`config.mk`:
```
export PLATFORM = sky130hd
export DESIGN_NAME = elevator_call_scheduler_flat
export DESIGN_NICKNAME = d
export VERILOG_FILES = /design/src/rtl/elevator_call_scheduler_if.sv /design/src/rtl/elevator_call_scheduler.sv /design/src/flat_wrapper.sv
export SDC_FILE = /design/constraint.sdc
export NUM_CORES = 1
export LEC_CHECK = 0
export CORE_AREA = 3 3 56 83
export CTS_CLUSTER_DIAMETER = 60
export CTS_CLUSTER_SIZE = 25
export DETAILED_ROUTE_END_ITERATION = 16
export DIE_AREA = 0 0 59 86
export MAX_ROUTING_LAYER = met4
export SKIP_CTS_REPAIR_TIMING = 1
export SLEW_MARGIN = 10
export SYNTH_ARGS = -nofsm -noshare
export SYNTH_HDL_FRONTEND = slang
export SYNTH_SLANG_ARGS = --single-unit
```
`constraint.sdc`:
```
create_clock -name clk -period 4.1 [get_ports clk]
set_clock_uncertainty 0.2 [all_clocks]
set_input_delay 0.615 -clock clk [delete_from_list [all_inputs] [get_ports clk]]
set_output_delay 0.615 -clock clk [all_outputs]
set_load 0.05 [all_outputs]
```
`src/rtl/elevator_call_scheduler_if.sv`:
```
// Call-scheduler port bundle: call buttons and controller handshake toward the
// scheduler, target floor and status back out.
interface elevator_call_scheduler_if #(
    parameter int NUM_FLOORS = 6,
    parameter int FLOOR_W    = 3
);
    logic [NUM_FLOORS-1:0] req;
    logic                  finish;
    logic [FLOOR_W-1:0]    dest_floor;
    logic                  door_open;
    logic                  moving;
    logic                  dir_up;
    logic [NUM_FLOORS-1:0] pending;

    modport master (
        output req, finish,
        input  dest_floor, door_open, moving, dir_up, pending
    );

    modport slave (
        input  req, finish,
        output dest_floor, door_open, moving, dir_up, pending
    );
endinterface

```
`src/rtl/elevator_call_scheduler.sv`:
```
// Latches floor calls, picks the next stop with a SCAN (direction-preferring)
// policy, hands it to the elevator controller and holds the door for a fixed dwell.
module elevator_call_scheduler #(
    parameter int NUM_FLOORS  = 6,
    parameter int FLOOR_W     = 3,
    parameter int DOOR_CYCLES = 20
) (
    input  logic                          clk,
    input  logic                          rst,
    elevator_call_scheduler_if.slave      bus
);
    localparam int CNT_W = (DOOR_CYCLES > 1) ? $clog2(DOOR_CYCLES) : 1;
    localparam logic [CNT_W-1:0] CNT_LOAD = CNT_W'(DOOR_CYCLES - 1);

    typedef enum logic [1:0] {
        ST_IDLE = 2'd0,
        ST_MOVE = 2'd1,
        ST_DOOR = 2'd2
    } state_t;

    state_t                state_r, state_nxt_s;
    logic [FLOOR_W-1:0]    cur_floor_r, cur_nxt_s;
    logic [FLOOR_W-1:0]    dest_floor_r, dest_nxt_s;
    logic                  dir_up_r, dir_nxt_s;
    logic [CNT_W-1:0]      door_cnt_r, cnt_nxt_s;
    logic [NUM_FLOORS-1:0] pending_r, clear_mask_s;
    logic                  door_open_r, moving_r;
    logic                  above_found_s, below_found_s;
    logic [FLOOR_W-1:0]    above_idx_s, below_idx_s;

    // Nearest pending floor on each side of the car; only floors 0..NUM_FLOORS-1 can hit.
    always_comb begin
        above_found_s = 1'b0;
        above_idx_s   = cur_floor_r;
        below_found_s = 1'b0;
        below_idx_s   = cur_floor_r;
        for (int i = NUM_FLOORS - 1; i >= 0; i--) begin
            above_found_s = above_found_s | (pending_r[i] & (FLOOR_W'(i) > cur_floor_r));
            above_idx_s   = (pending_r[i] && (FLOOR_W'(i) > cur_floor_r)) ? FLOOR_W'(i) : above_idx_s;
        end
        for (int i = 0; i < NUM_FLOORS; i++) begin
            below_found_s = below_found_s | (pending_r[i] & (FLOOR_W'(i) < cur_floor_r));
            below_idx_s   = (pending_r[i] && (FLOOR_W'(i) < cur_floor_r)) ? FLOOR_W'(i) : below_idx_s;
        end
    end

    // Next-state logic, stop selection and the per-cycle clear mask for pending calls.
    always_comb begin
        state_nxt_s  = state_r;
        cur_nxt_s    = cur_floor_r;
        dest_nxt_s   = dest_floor_r;
        dir_nxt_s    = dir_up_r;
        cnt_nxt_s    = door_cnt_r;
        clear_mask_s = {NUM_FLOORS{1'b0}};
        case (state_r)
            ST_IDLE: begin
                if (pending_r[cur_floor_r]) begin
                    clear_mask_s[cur_floor_r] = 1'b1;
                    cnt_nxt_s                 = CNT_LOAD;
                    state_nxt_s               = ST_DOOR;
                end else if (|pending_r) begin
                    state_nxt_s = ST_MOVE;
                    if (dir_up_r) begin
                        if (above_found_s) begin
                            dest_nxt_s = above_idx_s;
                        end else begin
                            dest_nxt_s = below_idx_s;
                            dir_nxt_s  = 1'b0;
                        end
                    end else begin
                        if (below_found_s) begin
                            dest_nxt_s = below_idx_s;
                        end else begin
                            dest_nxt_s = above_idx_s;
                            dir_nxt_s  = 1'b1;
                        end
                    end
                end else begin
                    state_nxt_s = ST_IDLE;
                end
            end
            ST_MOVE: begin
                if (bus.finish) begin
                    cur_nxt_s                  = dest_floor_r;
                    clear_mask_s[dest_floor_r] = 1'b1;
                    cnt_nxt_s                  = CNT_LOAD;
                    state_nxt_s                = ST_DOOR;
                end else begin
                    state_nxt_s = ST_MOVE;
                end
            end
            ST_DOOR: begin
                // A call for the floor the door is already open at just extends the dwell.
                if (bus.req[cur_floor_r]) begin
                    clear_mask_s[cur_floor_r] = 1'b1;
                    cnt_nxt_s                 = CNT_LOAD;
                end else if (door_cnt_r == {CNT_W{1'b0}}) begin
                    state_nxt_s = ST_IDLE;
                end else begin
                    cnt_nxt_s = door_cnt_r - CNT_W'(1);
                end
            end
            default: begin
                state_nxt_s = ST_IDLE;
            end
        endcase
    end

    // State, call latch and registered outputs.
    always_ff @(posedge clk) begin
        if (rst) begin
            state_r      <= ST_IDLE;
            cur_floor_r  <= {FLOOR_W{1'b0}};
            dest_floor_r <= {FLOOR_W{1'b0}};
            dir_up_r     <= 1'b1;
            door_cnt_r   <= {CNT_W{1'b0}};
            pending_r    <= {NUM_FLOORS{1'b0}};
            door_open_r  <= 1'b0;
            moving_r     <= 1'b0;
        end else begin
            state_r      <= state_nxt_s;
            cur_floor_r  <= cur_nxt_s;
            dest_floor_r <= dest_nxt_s;
            dir_up_r     <= dir_nxt_s;
            door_cnt_r   <= cnt_nxt_s;
            pending_r    <= (pending_r | bus.req) & ~clear_mask_s;
            door_open_r  <= (state_nxt_s == ST_DOOR);
            moving_r     <= (state_nxt_s == ST_MOVE);
        end
    end

    assign bus.dest_floor = dest_floor_r;
    assign bus.door_open  = door_open_r;
    assign bus.moving     = moving_r;
    assign bus.dir_up     = dir_up_r;
    assign bus.pending    = pending_r;
endmodule

```
`src/flat_wrapper.sv`:
```
// flat-port wrapper written by rule: the top's interface ports become plain ports
module elevator_call_scheduler_flat 
#(
    parameter int NUM_FLOORS  = 6,
    parameter int FLOOR_W     = 3,
    parameter int DOOR_CYCLES = 20
)
  (clk, rst, bus_req, bus_finish, bus_dest_floor, bus_door_open, bus_moving, bus_dir_up, bus_pending);
  elevator_call_scheduler_if #(.NUM_FLOORS(NUM_FLOORS), .FLOOR_W(FLOOR_W)) bus_i ();
  input  logic clk;
  input  logic rst;
  input wire logic [$bits(bus_i.req)-1:0] bus_req;
  input wire logic [$bits(bus_i.finish)-1:0] bus_finish;
  output wire logic [$bits(bus_i.dest_floor)-1:0] bus_dest_floor;
  output wire logic [$bits(bus_i.door_open)-1:0] bus_door_open;
  output wire logic [$bits(bus_i.moving)-1:0] bus_moving;
  output wire logic [$bits(bus_i.dir_up)-1:0] bus_dir_up;
  output wire logic [$bits(bus_i.pending)-1:0] bus_pending;
  assign bus_i.req = bus_req;
  assign bus_i.finish = bus_finish;
  assign bus_dest_floor = bus_i.dest_floor;
  assign bus_door_open = bus_i.door_open;
  assign bus_moving = bus_i.moving;
  assign bus_dir_up = bus_i.dir_up;
  assign bus_pending = bus_i.pending;
  elevator_call_scheduler #(.NUM_FLOORS(NUM_FLOORS), .FLOOR_W(FLOOR_W), .DOOR_CYCLES(DOOR_CYCLES)) u_core (.clk(clk), .rst(rst), .bus(bus_i));
endmodule
```
# Word-level counts from Yosys, hierarchy flattened
# Cells that the tools add are included.
# Widths: inputs -> output; s select.
# totals
ff_bits	22
inputBits	9
output_inout_bits	12
word_cells	120
# op_classes
n_addsub	1
order_cmp	16
n_eq_ne	7
n_mux	41
bitwise_logic	26
n_reduce_logical	21
# op_table
op	count
$mux 3	15
$mux 5	4
$mux 6	3
$pmux 6 s3	1
$pmux 5 s3	1
$logic_and 1x1->1	14
$and 1x1->1	12
$or 1x1->1	10
$lt 3x4->1 const B	2
$mux 1	8
$mux 2	4
$and 6x6->6	1
$bmux 1 s3	2
$demux 1 s3	2
$ge 3x1->1 const B	2
$gt 1x3->1 const A	2
$gt 2x3->1 const A	2
$gt 3x3->1 const A	2
$lt 1x3->1 const A	2
$lt 2x3->1 const A	2
$lt 3x3->1 const A	2
$not 6->6	1
$or 6x6->6	1
$pmux 2 s3	1
other kinds (14)	16

# Longest topological paths before layout
# Gate-level depths: netlist of run 1.
# logic_depth
word_depth	10
ltp_mapped	9
mapped_depth_nobuf	7

# Least setup slack after synthesis of run 1
# Ideal clock, no wire load.
# synth_path
path_type	register to register
startpoint	register u_core.pending_r[1] (netlist: u_core.bus.pending[1])
endpoint	register u_core.door_cnt_r[3]
setup_time_ns	0.070
arrival_ns	2.078
required_ns	3.830
setup_slack_ns	1.752
stages_incl_launch_ff	8
n_path_buf	1
period_less_slack_ns	2.348
cell_sequence	dfxtp_1 buf_2 mux2i_1 o2bb2ai_1 a211oi_2 or2_4 or4_1 a21boi_1
# synth_between
elab_chain_cells	4
# synth_rtl
element	line	text
from (decl)	elevator_call_scheduler.sv:26	logic [NUM_FLOORS-1:0] pending_r, clear_mask_s;
from (signal assigned)	elevator_call_scheduler.sv:117	pending_r <= {NUM_FLOORS{1'b0}};
from (signal assigned)	elevator_call_scheduler.sv:126	pending_r <= (pending_r | bus.req) & ~clear_mask_s;
$bmux 1 s3	elevator_call_scheduler.sv:57	if (pending_r[cur_floor_r]) begin
$mux 1 (not written as such)	elevator_call_scheduler.sv:57	
$ne 2x1->1 (no source line)	-	
$reduce_and 4->1 (no source line)	-	
to (signal assigned)	elevator_call_scheduler.sv:116	door_cnt_r <= {CNT_W{1'b0}};
to (signal assigned)	elevator_call_scheduler.sv:125	door_cnt_r <= cnt_nxt_s;
to (decl)	elevator_call_scheduler.sv:25	logic [CNT_W-1:0] door_cnt_r, cnt_nxt_s;
# No other way between the ends. The select of a mux whose other input is x is not followed.
# A chain may end at the register's enable or synchronous reset.

# Final worst setup path of run 1
# layout_path
startpoint	register u_core.cur_floor_r[0]
endpoint	register u_core.dir_up_r (netlist: u_core.bus.dir_up)
# layout_between
elab_chain_cells	9
elab_cells_between_ends	41
cone_classes	order compare (12); mux (5); bitwise (23); reduce/logical (1)
# layout_rtl
element	line	text
from (decl)	elevator_call_scheduler.sv:22	logic [FLOOR_W-1:0] cur_floor_r, cur_nxt_s;
from (signal assigned)	elevator_call_scheduler.sv:113	cur_floor_r <= {FLOOR_W{1'b0}};
from (signal assigned)	elevator_call_scheduler.sv:122	cur_floor_r <= cur_nxt_s;
$lt 1x3->1 or $gt 3x3->1 (tied branches)	elevator_call_scheduler.sv:42, elevator_call_scheduler.sv:38	
$and 1x1->1 (on tied branches)	elevator_call_scheduler.sv:42, elevator_call_scheduler.sv:38	
$or 1x1->1 (on tied branches) (5 in a row)	elevator_call_scheduler.sv:42, elevator_call_scheduler.sv:38	
$mux 1 (on tied branches)	elevator_call_scheduler.sv:71, elevator_call_scheduler.sv:64	
$mux 1	elevator_call_scheduler.sv:63	if (dir_up_r) begin
to (signal assigned)	elevator_call_scheduler.sv:124	dir_up_r <= dir_nxt_s;
to (decl)	elevator_call_scheduler.sv:24	logic dir_up_r, dir_nxt_s;
# Several ways; a longest one is shown, not always the timed one. The select of a mux whose other input is x is not followed.

==> results summary, run 1 <==
Along the worst path, the maximum fanout reaches 21. The global-route total usage across every layer came out at 17.2%. The floorplan step defined a die boundary enclosing 5070 sq um. The total number of clock tree sinks is 22. The total area inside the core boundary comes to 3990 sq um. Dividing the detail-routed wire length by the instance count gives 15.7 um. The worst slew slack as a fraction of its limit is a little under half.

The global placement routability congestion is 0.841. The number of antenna diodes in the final layout is 0. In the routed design, unresolved DRC markers number 0. The detailed router finished its first iteration with 73 violations.

The peak clock frequency supported by timing is between 300 and 400 MHz. In this design, the stage delay of the slowest critical-path cell is approximately 0.85 ns. In this run the clock root is driven by a sky130_fd_sc_hd__clkbuf_8. The average via count per standard cell came out at 5.89. The mean cell area of the mapped netlist came out at roughly 7.7 sq um. The detail route stage leaves a number of antenna-violating nets equal to 0. The required time of the worst setup path is 4.06 ns. The count of warnings emitted by yosys came out at 0. The number of standard cells in the layout, taps in and fillers out came out at 250.

The vertical die dimension came out at 86 um. Counting flops with an async set or reset pin after synthesis yields a share of 0%. The run finished with clean final reports. The portion of the clock cycle consumed by the worst path in the final layout came out at 66.5%. The leakage power total came out at around 0.6 nW. Among all flip-flop cells after synthesis, the most frequent one is sky130_fd_sc_hd__dfxtp_1.

The setup path with the least slack is of type reg -> reg. The clock tree from TritonCTS is done. CTS built an H-tree with a depth of 1. Once the floorplan was initialized, standard cells occupied 37.2% of the core.

In this run the worst hold path is classified as reg -> reg. The number of cells produced by synthesis came out at approximately 190. The critical path arrival is 2.69 ns. The cell area after synthesis is 1480 sq um. The largest voltage drop on the vdd net came out at around 320 uV. The maximum number of pins on one net before global-route repair is 23. The distinct cell type count after synthesis is 52. The setup TNS is 0 ns. From left edge to right edge, the die measures 59 um.

The later pin in the worst-skew pair is clocked with a latency of about 0.27 ns. The library cell used most frequently in the layout, excluding fill and tap cells, is sky130_fd_sc_hd__nor2_1. The top-level I/O count came out at 21. In this run, synthesis inferred 0 flip-flops with an integrated enable.

The final critical-path required period came out at 2.73 ns. The kind of cell with the highest combined delay along the critical path is flip-flops. The clock-pin slew of the registers on the worst-case setup and hold paths came out at 0.09 ns.

The area growth from synthesis to layout is 17.2%. After legalization and detailed placement, the total HPWL measured slightly below 3000 um. The number of max-cap violations is 0. The share of cells above drive strength 1 came out at under 10%. The number of nets in the layout is 217. The number of endpoints with negative hold slack in the final report was 0.

The total overflow reported by the global router came out at 0. The post-synthesis net count came out at 203. The worst setup path is launched from a flip-flop. The worst-case clock buffer depth came out at 2. In the layout the commonest cells are sky130_fd_sc_hd__nor2_1, sky130_fd_sc_hd__dfxtp_1, sky130_fd_sc_hd__nand2_1, sky130_fd_sc_hd__clkdlybuf4s50_1, sky130_fd_sc_hd__a21oi_1. The number of buffers and inverters on the critical path is 0.

The signal on the critical path passes through nor2_1, a32o_1, a211oi_2, and3_1, nand2_1, a221o_1. The number of optimization iterations in the first detailed-route pass came out at 4. The endpoint class of the critical path is a flip-flop. The synthesized flop and latch total is 22. The largest area contributor in the netlist is sky130_fd_sc_hd__dfxtp_1.

Sorting the synthesized cells by area gives the leading types as sky130_fd_sc_hd__dfxtp_1, sky130_fd_sc_hd__nor2_1, sky130_fd_sc_hd__a21oi_1. The cell area power density is between 600 and 700 nW/um^2. The area share of the leading cell type in the synthesized netlist came out at between 20% and 30%. The final setup violation count is 0. The number of buffers inserted by port buffering came out at 20. In this run the core area contains 28 standard-cell rows. The max-slew violation count came out at 0.

The share of the yosys chip area belonging to registers is 29.7%. Along the worst hold path, the cell count comes to 2. For the pin with the worst max-slew slack, the measured transition is 0.802 ns. The sum of routed wire length over all layers came out at about 3900 um. The first-pass GRT wire length came out at 6690 um. The CTS buffer count is 3. The total number of vias came out at 1473. The post-placement cell count came out at 246.

The initial antenna violation count is 0. The path length in cells of the critical path came out at 6. The number of global-route vias before repair was 1354. Setup repair after global routing left no endpoint under its margin. The largest individual stage delay along the critical path comes from the cell sky130_fd_sc_hd__dfxtp_1. The cell count of the worst reg-to-reg path came out at 6.
==> metal layers <==
| metal | part of all wire [%] | global-route usage [%] | vias up |
|---|---|---|---|
| met3 | 3.1 | 1.51 | 6 |
| met1 | 43 | 21.7 | 704 |
| li1 | - | - | 737 |
| met2 | 53 | 28.0 | 26 |
| met4 | 1.7 | 6.80 | 0 |
| met5 | 0 | - | - |
==> worst min-delay path, stage by stage, from the launching register on <==
cell	delay (ns)
sky130_fd_sc_hd__dfxtp_1	0.33
sky130_fd_sc_hd__o31ai_1	0.07
sky130_fd_sc_hd__a31oi_1	0.07
==> cells in the mapped netlist, types with 3 or more instances <==
cell type                  number
sky130_fd_sc_hd__dfxtp_1       22
sky130_fd_sc_hd__a21oi_1       19
sky130_fd_sc_hd__a31oi_1        6
sky130_fd_sc_hd__nor2_1        27
sky130_fd_sc_hd__nor3_1         3
sky130_fd_sc_hd__o21ai_0        8
sky130_fd_sc_hd__mux2i_1        3
sky130_fd_sc_hd__nor2b_1        3
sky130_fd_sc_hd__a211oi_1       6
sky130_fd_sc_hd__nand2b_1       3
sky130_fd_sc_hd__buf_2          4
sky130_fd_sc_hd__nand2_1       20
sky130_fd_sc_hd__buf_4          3
sky130_fd_sc_hd__nand3_1        4
sky130_fd_sc_hd__buf_6          3
sky130_fd_sc_hd__inv_1          8
==> stage by stage <==
step	setup slack [ns]	hold WS [ns]	util, %	instance area, sq um	total power [mW]
2_1_floorplan	1.75	0.279	-	1480	0.765
3_3_place_gp	1.23	0.316	41.8	1670	0.901
3_5_place_dp	1.24	0.302	41.8	1670	0.898
4_1_cts	1.33	0.318	43.5	1740	1.11
5_1_grt	1.15	0.367	43.5	1740	1.19
6_report	1.37	0.319	43.5	1740	1.10
==> registers in the layout, indices dropped and copies added (netlist names) <==
name                   flops
u_core.door_cnt_r          5
u_core.bus.pending         6
u_core.bus.door_open       1
u_core.bus.dir_up          1
u_core.bus.dest_floor      3
u_core.state_r             2
u_core.bus.moving          1
u_core.cur_floor_r         3
==> power breakdown <==
group	internal, mW	leakage, nW	total [mW]	switching, mW
Clock	0.131	0.0357	0.207	0.0766
Sequential	0.269	0.182	0.355	0.0858
Combinational	0.205	0.389	0.538	0.333
Total	0.605	0.606	1.10	0.495
==> final timing paths <==
path | to | startpoint | slack [ns]
max | u_core.bus.dir_up | u_core.cur_floor_r[0] | 1.37
min | u_core.door_cnt_r[4] | u_core.door_cnt_r[4] | 0.32
max reg2reg | u_core.bus.dir_up | u_core.cur_floor_r[0] | 1.37
min reg2reg | u_core.door_cnt_r[4] | u_core.door_cnt_r[4] | 0.32
==> layout make-up <==
| class | instances | area [sq um] |
|---|---|---|
| clock buffer | 3 | 41.3 |
| inverter | 8 | 30.0 |
| sequential | 22 | 440 |
| multi-input combinational | 149 | 926 |
| timing repair buffer | 22 | 215 |
| tap | 45 | 56.3 |
| clock inverter | 1 | 30.0 |
| fill | 432 | 2250 |
==> kinds of logic after synthesis <==
family	after synthesis	synth area share (%)
AND/OR/NAND/NOR	75	25.0
adder cells (fa/ha/maj)	2	1.69
AO/OA/AOI/OAI	67	31.9
multiplexers	5	3.79
buffers and inverters	21	7.93
flip-flops	22	29.7
No activity file was read; power rests on OpenSTA's default activity.
==> inputs of run 2 (changes only) <==
==> constraint.sdc (replaced) <==
create_clock -name clk -period 2.3 [get_ports clk]
set_clock_uncertainty 0.2 [all_clocks]
set_input_delay 0.345 -clock clk [delete_from_list [all_inputs] [get_ports clk]]
set_output_delay 0.345 -clock clk [all_outputs]
set_load 0.05 [all_outputs]
==> results summary, run 2 (synthesis results as in run 1) <==
The maximum number of pins on one net before global-route repair is 16 (-30%). The count of antenna diodes in the layout is 0 (unchanged). The number of endpoints with negative hold slack in the final report came out at 0 (unchanged). The biggest cell delay along the critical path came to 0.88 ns (+0.03 ns). The detailed placer's ending HPWL is 3320 um (+13%). The max-slew violation count is 0 (unchanged).

The final setup violation count came out at 0 (unchanged). The worst setup slack after layout came out at 0.0802 ns (-1.29 ns). The number of nets in the layout came out at 243 (+12%).

The worst slew slack as a fraction of its limit came to 56.5% (+10 points). The full die area is 5070 sq um (unchanged). The cell area power density is 1130 nW/um^2 (+78%).

The first-pass GRT wire length came out at 7200 um (+7.7%). The global-route total usage across every layer is 18.7% (+1.5 points). Timing would allow up to 450 MHz. met2 is the most crowded layer. The core area is 3990 sq um (unchanged). The global placement routability congestion came out at 0.872 (+3.7%). The number of buffers inserted by port buffering is 20 (unchanged). The final critical-path required period came out at 2.22 ns. The library cell used most frequently in the layout, excluding fill and tap cells, is sky130_fd_sc_hd__buf_4.

The overall power is 2.20 mW (+100%). The worst hold path terminates at u_core.door_cnt_r[4]. The CTS buffer count was 3 (unchanged). The setup slack of the worst register-to-register path is 0.10 ns (-1.27 ns).

The CTS root buffer is sky130_fd_sc_hd__clkbuf_8. The critical path arrival is 1.67 ns (-1.02 ns). The portion of the clock cycle consumed by the worst path in the final layout came out at 96.5%. The number of max-cap violations is 0 (unchanged). The placement row count came out at 28 (unchanged). The initial antenna violation count was 0 (unchanged). The slowest cell on the critical path is sky130_fd_sc_hd__clkdlybuf4s50_1. The total number of vias is 1564 (+6.2%). Grouping stages by cell kind, the critical path spends the most delay in buffers and inverters. The signed area change from the synthesized netlist to the final layout is 31.7%.

The width of the die came out at 59 um (unchanged). The worst flop-to-flop path endpoint is u_core.bus.dest_floor[0]. The total number of clock tree sinks is 22 (unchanged). The library cells used most frequently in the layout, excluding fill and tap cells, are sky130_fd_sc_hd__buf_4, sky130_fd_sc_hd__nor2_1, sky130_fd_sc_hd__nand2_1, sky130_fd_sc_hd__clkdlybuf4s50_1. The total overflow reported by the global router is 0 (unchanged).

STA classifies the critical path startpoint as a flip-flop. The share of cells above drive strength 1 is 21.2% (+13 points). The number of nets with antenna violations after detailed routing is 0 (unchanged). The worst-case clock buffer depth came out at 2 (unchanged).

TritonCTS built the clock tree. The run finished with clean final reports. The number of buffers and inverters on the critical path came out at 1 (+1). The number of optimization iterations in the first detailed-route pass is 4 (unchanged). The sum of routed wire length over all layers is 4300 um (+9.9%). The minimum setup slack after placement is -0.187 ns (-1.43 ns). The global-route track usage on met3 came out at 2.26% (+0.75 points). The largest voltage drop on the vdd net came out at 654 uV (+100%).

The cell area after placement was 1860 sq um (+11%). The routed wire length per instance came to 15.6 um (-0.49%). The critical path goes through clkdlybuf4s50_1. The cell count of the worst reg-to-reg path came to 8 (+2). The required time of the worst setup path came out at 1.75 ns (-2.31 ns). The starting density of the core is 37.2% (unchanged). The clock latency of the later-clocked register in the worst-skew pair is 0.27 ns (about the same). The worst setup path is captured at an output pin. The worst setup path category is reg -> out. The clock-pin slew of the registers on the worst-case setup and hold paths is 0.09 ns (about the same). The highest net fanout along the worst path was 8 (-62%). The transition time at the pin with the least slew margin is 0.644 ns (-0.159 ns). The number of instances on the worst hold path is 2 (unchanged). The initial detailed-routing violation count came to 81 (+11%). The top-level I/O count came out at 21 (unchanged). The leakage power total was 0.740 nW (+22%). The number of H-tree branching levels came to 1 (unchanged). The DRC violation count after routing is 0 (unchanged). The number of flip-flops in the largest register came out at 6 (unchanged). The average via count per standard cell is 5.67 (-3.8%). In this run the most critical hold path is launched from u_core.door_cnt_r[4]. The number of global-route vias before repair came out at 1544 (+14%). The vertical die dimension came to 86 um (unchanged). The global routing met1 resource utilization is 21.9% (+0.19 points). The path category of the worst min-delay check is reg -> reg. The global routing met2 resource utilization came out at 30.4% (+2.4 points). The worst register-to-register path begins at u_core.cur_floor_r[1]. The design area is 1950 sq um (+12%).
run 2: final cells by class:
type / instances / area [sq um]
Multi-Input combinational cell: 149 / 938
Clock inverter: 1 / 30.0
Timing Repair Buffer: 48 / 414
Fill cell: 419 / 2040
Inverter: 8 / 30.0
Tap cell: 45 / 56.3
Clock buffer: 3 / 41.3
Sequential cell: 22 / 444
run 2: routing by layer:
layer	routed length, um	up-vias
li1	-	788
met1	1810	726
met2	2200	37
met3	120	13
met4	174	0
met5	0	-
run 2: metrics by stage:
stage | hold WS [ns] | instances | util (%) | TNS (ns)
after detailed placement | 0.313 | 271 | 46.5 | -0.748
final | 0.331 | 276 | 48.9 | 0
after global placement | 0.308 | 271 | 46.5 | -0.657
after floorplan | 0.279 | 192 | - | 0
after CTS | 0.329 | 275 | 48.3 | -0.0158
after global routing | 0.354 | 276 | 48.9 | -0.000897
run 2: worst max path at each step:
stage,from,end,slack [ns],cells after the start
6_report,u_core.bus.pending[5],bus_pending[5],0.08,1
3_5_place_dp,bus_req[4],u_core.door_cnt_r[3],-0.19,6
2_1_floorplan,u_core.bus.pending[4],u_core.door_cnt_r[3],0.03,6
3_3_place_gp,bus_req[4],u_core.door_cnt_r[3],-0.16,6
4_1_cts,u_core.cur_floor_r[0],u_core.bus.dest_floor[0],-0.02,7
5_1_grt,u_core.cur_floor_r[1],u_core.bus.dest_floor[0],-0.0009,7
run 2: where the power goes:
part / total [mW] / switching (mW) / internal [mW]
Combinational: 1.24 / 0.699 / 0.541
Sequential: 0.589 / 0.109 / 0.480
Clock: 0.370 / 0.137 / 0.233
Total: 2.20 / 0.945 / 1.25
==> inputs of run 3 (changes only) <==
--- a/config.mk
+++ b/config.mk
@@ -5,12 +5,13 @@
 export SDC_FILE = /design/constraint.sdc
 export NUM_CORES = 1
 export LEC_CHECK = 0
-export CORE_AREA = 3 3 56 83
+export CORE_AREA = 3 3 49 74
 export CTS_CLUSTER_DIAMETER = 60
 export CTS_CLUSTER_SIZE = 25
 export DETAILED_ROUTE_END_ITERATION = 16
-export DIE_AREA = 0 0 59 86
+export DIE_AREA = 0 0 52 77
 export MAX_ROUTING_LAYER = met4
+export PLACE_DENSITY = 0.74
 export SKIP_CTS_REPAIR_TIMING = 1
 export SLEW_MARGIN = 10
 export SYNTH_ARGS = -nofsm -noshare
==> results summary, run 3 (synthesis results as in run 1) <==
The combinational share of power came out at 57.4% (+1.0 points). The top-level I/O count came out at 21 (unchanged). The sequential group share of total power is 28.8% (+2.0 points). The initial detailed-routing violation count is 53 (-35%).

The endpoint class of the critical path is a flip-flop. The worst setup path is of the in -> reg kind. The cell area after placement came out at 1800 sq um (-3.2%). The setup slack of the worst register-to-register path is 0.10 ns (about the same).

The number of nets with antenna violations after detailed routing came to 0 (unchanged). The clock-pin slew of the registers on the worst-case setup and hold paths is 0.08 ns (about the same). The full die area came out at 4000 sq um (-21%). The share of cells above drive strength 1 is 18.8% (-2.5 points). The leakage power total was 0.696 nW (-6.0%). The worst register-to-register path begins at u_core.cur_floor_r[0]. The total overflow reported by the global router is 0 (unchanged).

The peak clock frequency supported by timing came out at 449 MHz (-0.35%). The global-route total usage across every layer came out at 22.1% (+3.4 points). The cell count of the worst reg-to-reg path came out at 5 (-3). The average via count per standard cell is 6.02 (+6.2%). The portion of the clock cycle consumed by the worst path in the final layout is 96.9% (+0.34 points). The share of total power consumed by net switching is 45.2% (+2.2 points). The CTS buffer count came out at 3 (unchanged). The initial antenna violation count came out at 0 (unchanged). The largest voltage drop on the vdd net came out at 809 uV (+24%). The core area came out at 3100 sq um (-22%). The internal power of the cells came to 1.11 mW (-12%). The width of the die came out at 52 um (-12%). The number of buffers inserted by port buffering came out at 20 (unchanged). The final hold slack came to 0.331 ns (-0.0000640 ns). The min-delay analysis places its worst path in the category reg -> reg. The number of flip-flops in the largest register came out at 6 (unchanged). For hold timing, the worst endpoint is u_core.door_cnt_r[0]. The number of global-route vias before repair is 1557 (+0.84%). The library cell used most frequently in the layout, excluding fill and tap cells, is sky130_fd_sc_hd__nor2_1. The worst register-to-register path ends at u_core.door_cnt_r[3]. TritonCTS built the clock tree.

The run finished with clean final reports. The CTS root buffer is sky130_fd_sc_hd__clkbuf_8. The first-pass GRT wire length came to 6780 um (-5.8%). The signed area change from the synthesized netlist to the final layout is 27.1%. The worst-case clock buffer depth is 2 (unchanged).

The cell area power density came out at 1070 nW/um^2 (-5.0%). The number of H-tree branching levels is 1 (unchanged). Leaving out fill and tap cells, the most frequent cells in the layout are sky130_fd_sc_hd__nor2_1, sky130_fd_sc_hd__buf_4, sky130_fd_sc_hd__nand2_1, sky130_fd_sc_hd__clkdlybuf4s50_1, sky130_fd_sc_hd__dfxtp_1. The final setup violation count is 0 (unchanged). The DRC violation count after routing was 0 (unchanged).

The sum of routed wire length over all layers is 4080 um (-5.3%). The vertical die dimension came to 77 um (-10%). The required time of the worst setup path came out at 2.30 ns (+0.55 ns). The detailed placer's ending HPWL is 3070 um (-7.7%). The startpoint identified for the worst hold timing path is u_core.door_cnt_r[0]. The placement row count was 25 (-11%). The clock latency of the later-clocked register in the worst-skew pair was 0.26 ns (about the same).

The number of nets in the layout was 236 (-2.9%). The number of instances on the worst hold path came out at 2 (unchanged). The design area is 1890 sq um (-3.5%).

The power share of the clock group is 13.8% (-3.0 points). The highest net fanout along the worst path was 4 (-4). The switching power of the nets came to 0.911 mW (-3.6%). The routed wire length per instance is 15.4 um (-0.95%). The total number of vias was 1589 (+1.6%). The number of max-cap violations came to 0 (unchanged). The critical path arrival came out at 2.23 ns (+0.56 ns). The maximum number of pins on one net before global-route repair is 14 (-2). The transition time at the pin with the least slew margin came out at 0.671 ns (+0.0270 ns). The worst slew slack as a fraction of its limit came out at 54.7% (-1.8 points).

STA classifies the critical path startpoint as an input pin. The total number of clock tree sinks is 22 (unchanged). The starting density of the core is 47.9% (+11 points). The number of optimization iterations in the first detailed-route pass was 4 (unchanged). The count of antenna diodes in the layout came out at 0 (unchanged). The number of endpoints with negative hold slack in the final report is 0 (unchanged). The final critical-path required period is 2.23 ns (+0.00782 ns). The global placement routability congestion came out at 0.913 (+4.7%). The max-slew violation count came out at 0 (unchanged).
run 3: cell count changes in the layout (fill, tap and decap cells not counted), sizes merged:
cell,change
bufinv,-1
buf,-7
clkbuf,+1
run 3: worst max path at each step:
stage | from | to | slack, ns | cells past startpoint
2_1_floorplan | u_core.bus.pending[4] | u_core.door_cnt_r[3] | 0.03 | 6
3_3_place_gp | bus_req[4] | u_core.door_cnt_r[3] | -0.17 | 6
3_5_place_dp | bus_req[4] | u_core.door_cnt_r[3] | -0.23 | 6
4_1_cts | u_core.cur_floor_r[0] | u_core.door_cnt_r[3] | -0.04 | 5
5_1_grt | u_core.cur_floor_r[1] | u_core.bus.dest_floor[1] | -0.03 | 8
6_report | bus_req[4] | u_core.door_cnt_r[3] | 0.07 | 6
run 3: through the flow:
step | power, mW | worst slack (ns) | instances | util (%) | setup TNS (ns)
floorplan | 1.36 | 0.0277 | 192 | - | 0
global placement | 1.68 | -0.166 | 259 | 58.1 | -0.592
detailed placement | 1.70 | -0.230 | 259 | 58.1 | -0.917
CTS | 1.98 | -0.0410 | 263 | 59.8 | -0.0410
global route | 2.16 | -0.0315 | 264 | 60.9 | -0.0315
finish | 2.02 | 0.0723 | 264 | 60.9 | 0
run 3: worst max-delay path, cell delays in order:
cell,delay (ns)
sky130_fd_sc_hd__clkdlybuf4s50_1,0.42
sky130_fd_sc_hd__mux2_4,0.27
sky130_fd_sc_hd__a221o_1,0.36
sky130_fd_sc_hd__a21o_1,0.20
sky130_fd_sc_hd__or4_1,0.49
sky130_fd_sc_hd__a21boi_2,0.14
run 3: power by group through the flow:
stage	clock, mW	sequential [mW]	combinational [mW]
4_1_cts	0.284	0.578	1.12
2_1_floorplan	0	0.749	0.615
3_5_place_dp	0	0.587	1.12
5_1_grt	0.300	0.594	1.26
6_report	0.277	0.582	1.16
3_3_place_gp	0	0.585	1.10
run 3: layout make-up:
cell class / count / area (sq um)
Timing Repair Buffer: 41 / 358
Multi-Input combinational cell: 149 / 950
Inverter: 8 / 30.0
Clock buffer: 4 / 55.1
Sequential cell: 22 / 443
Fill cell: 280 / 1210
Tap cell: 40 / 50.0
run 3: per-layer routing:
layer | vias up | GRT usage (%) | part of all wire, %
met2 | 60 | 37.3 | 52
met4 | 0 | 11.3 | 3.0
met5 | - | - | 0
met1 | 747 | 25.0 | 41
li1 | 770 | - | -
met3 | 12 | 1.94 | 3.8
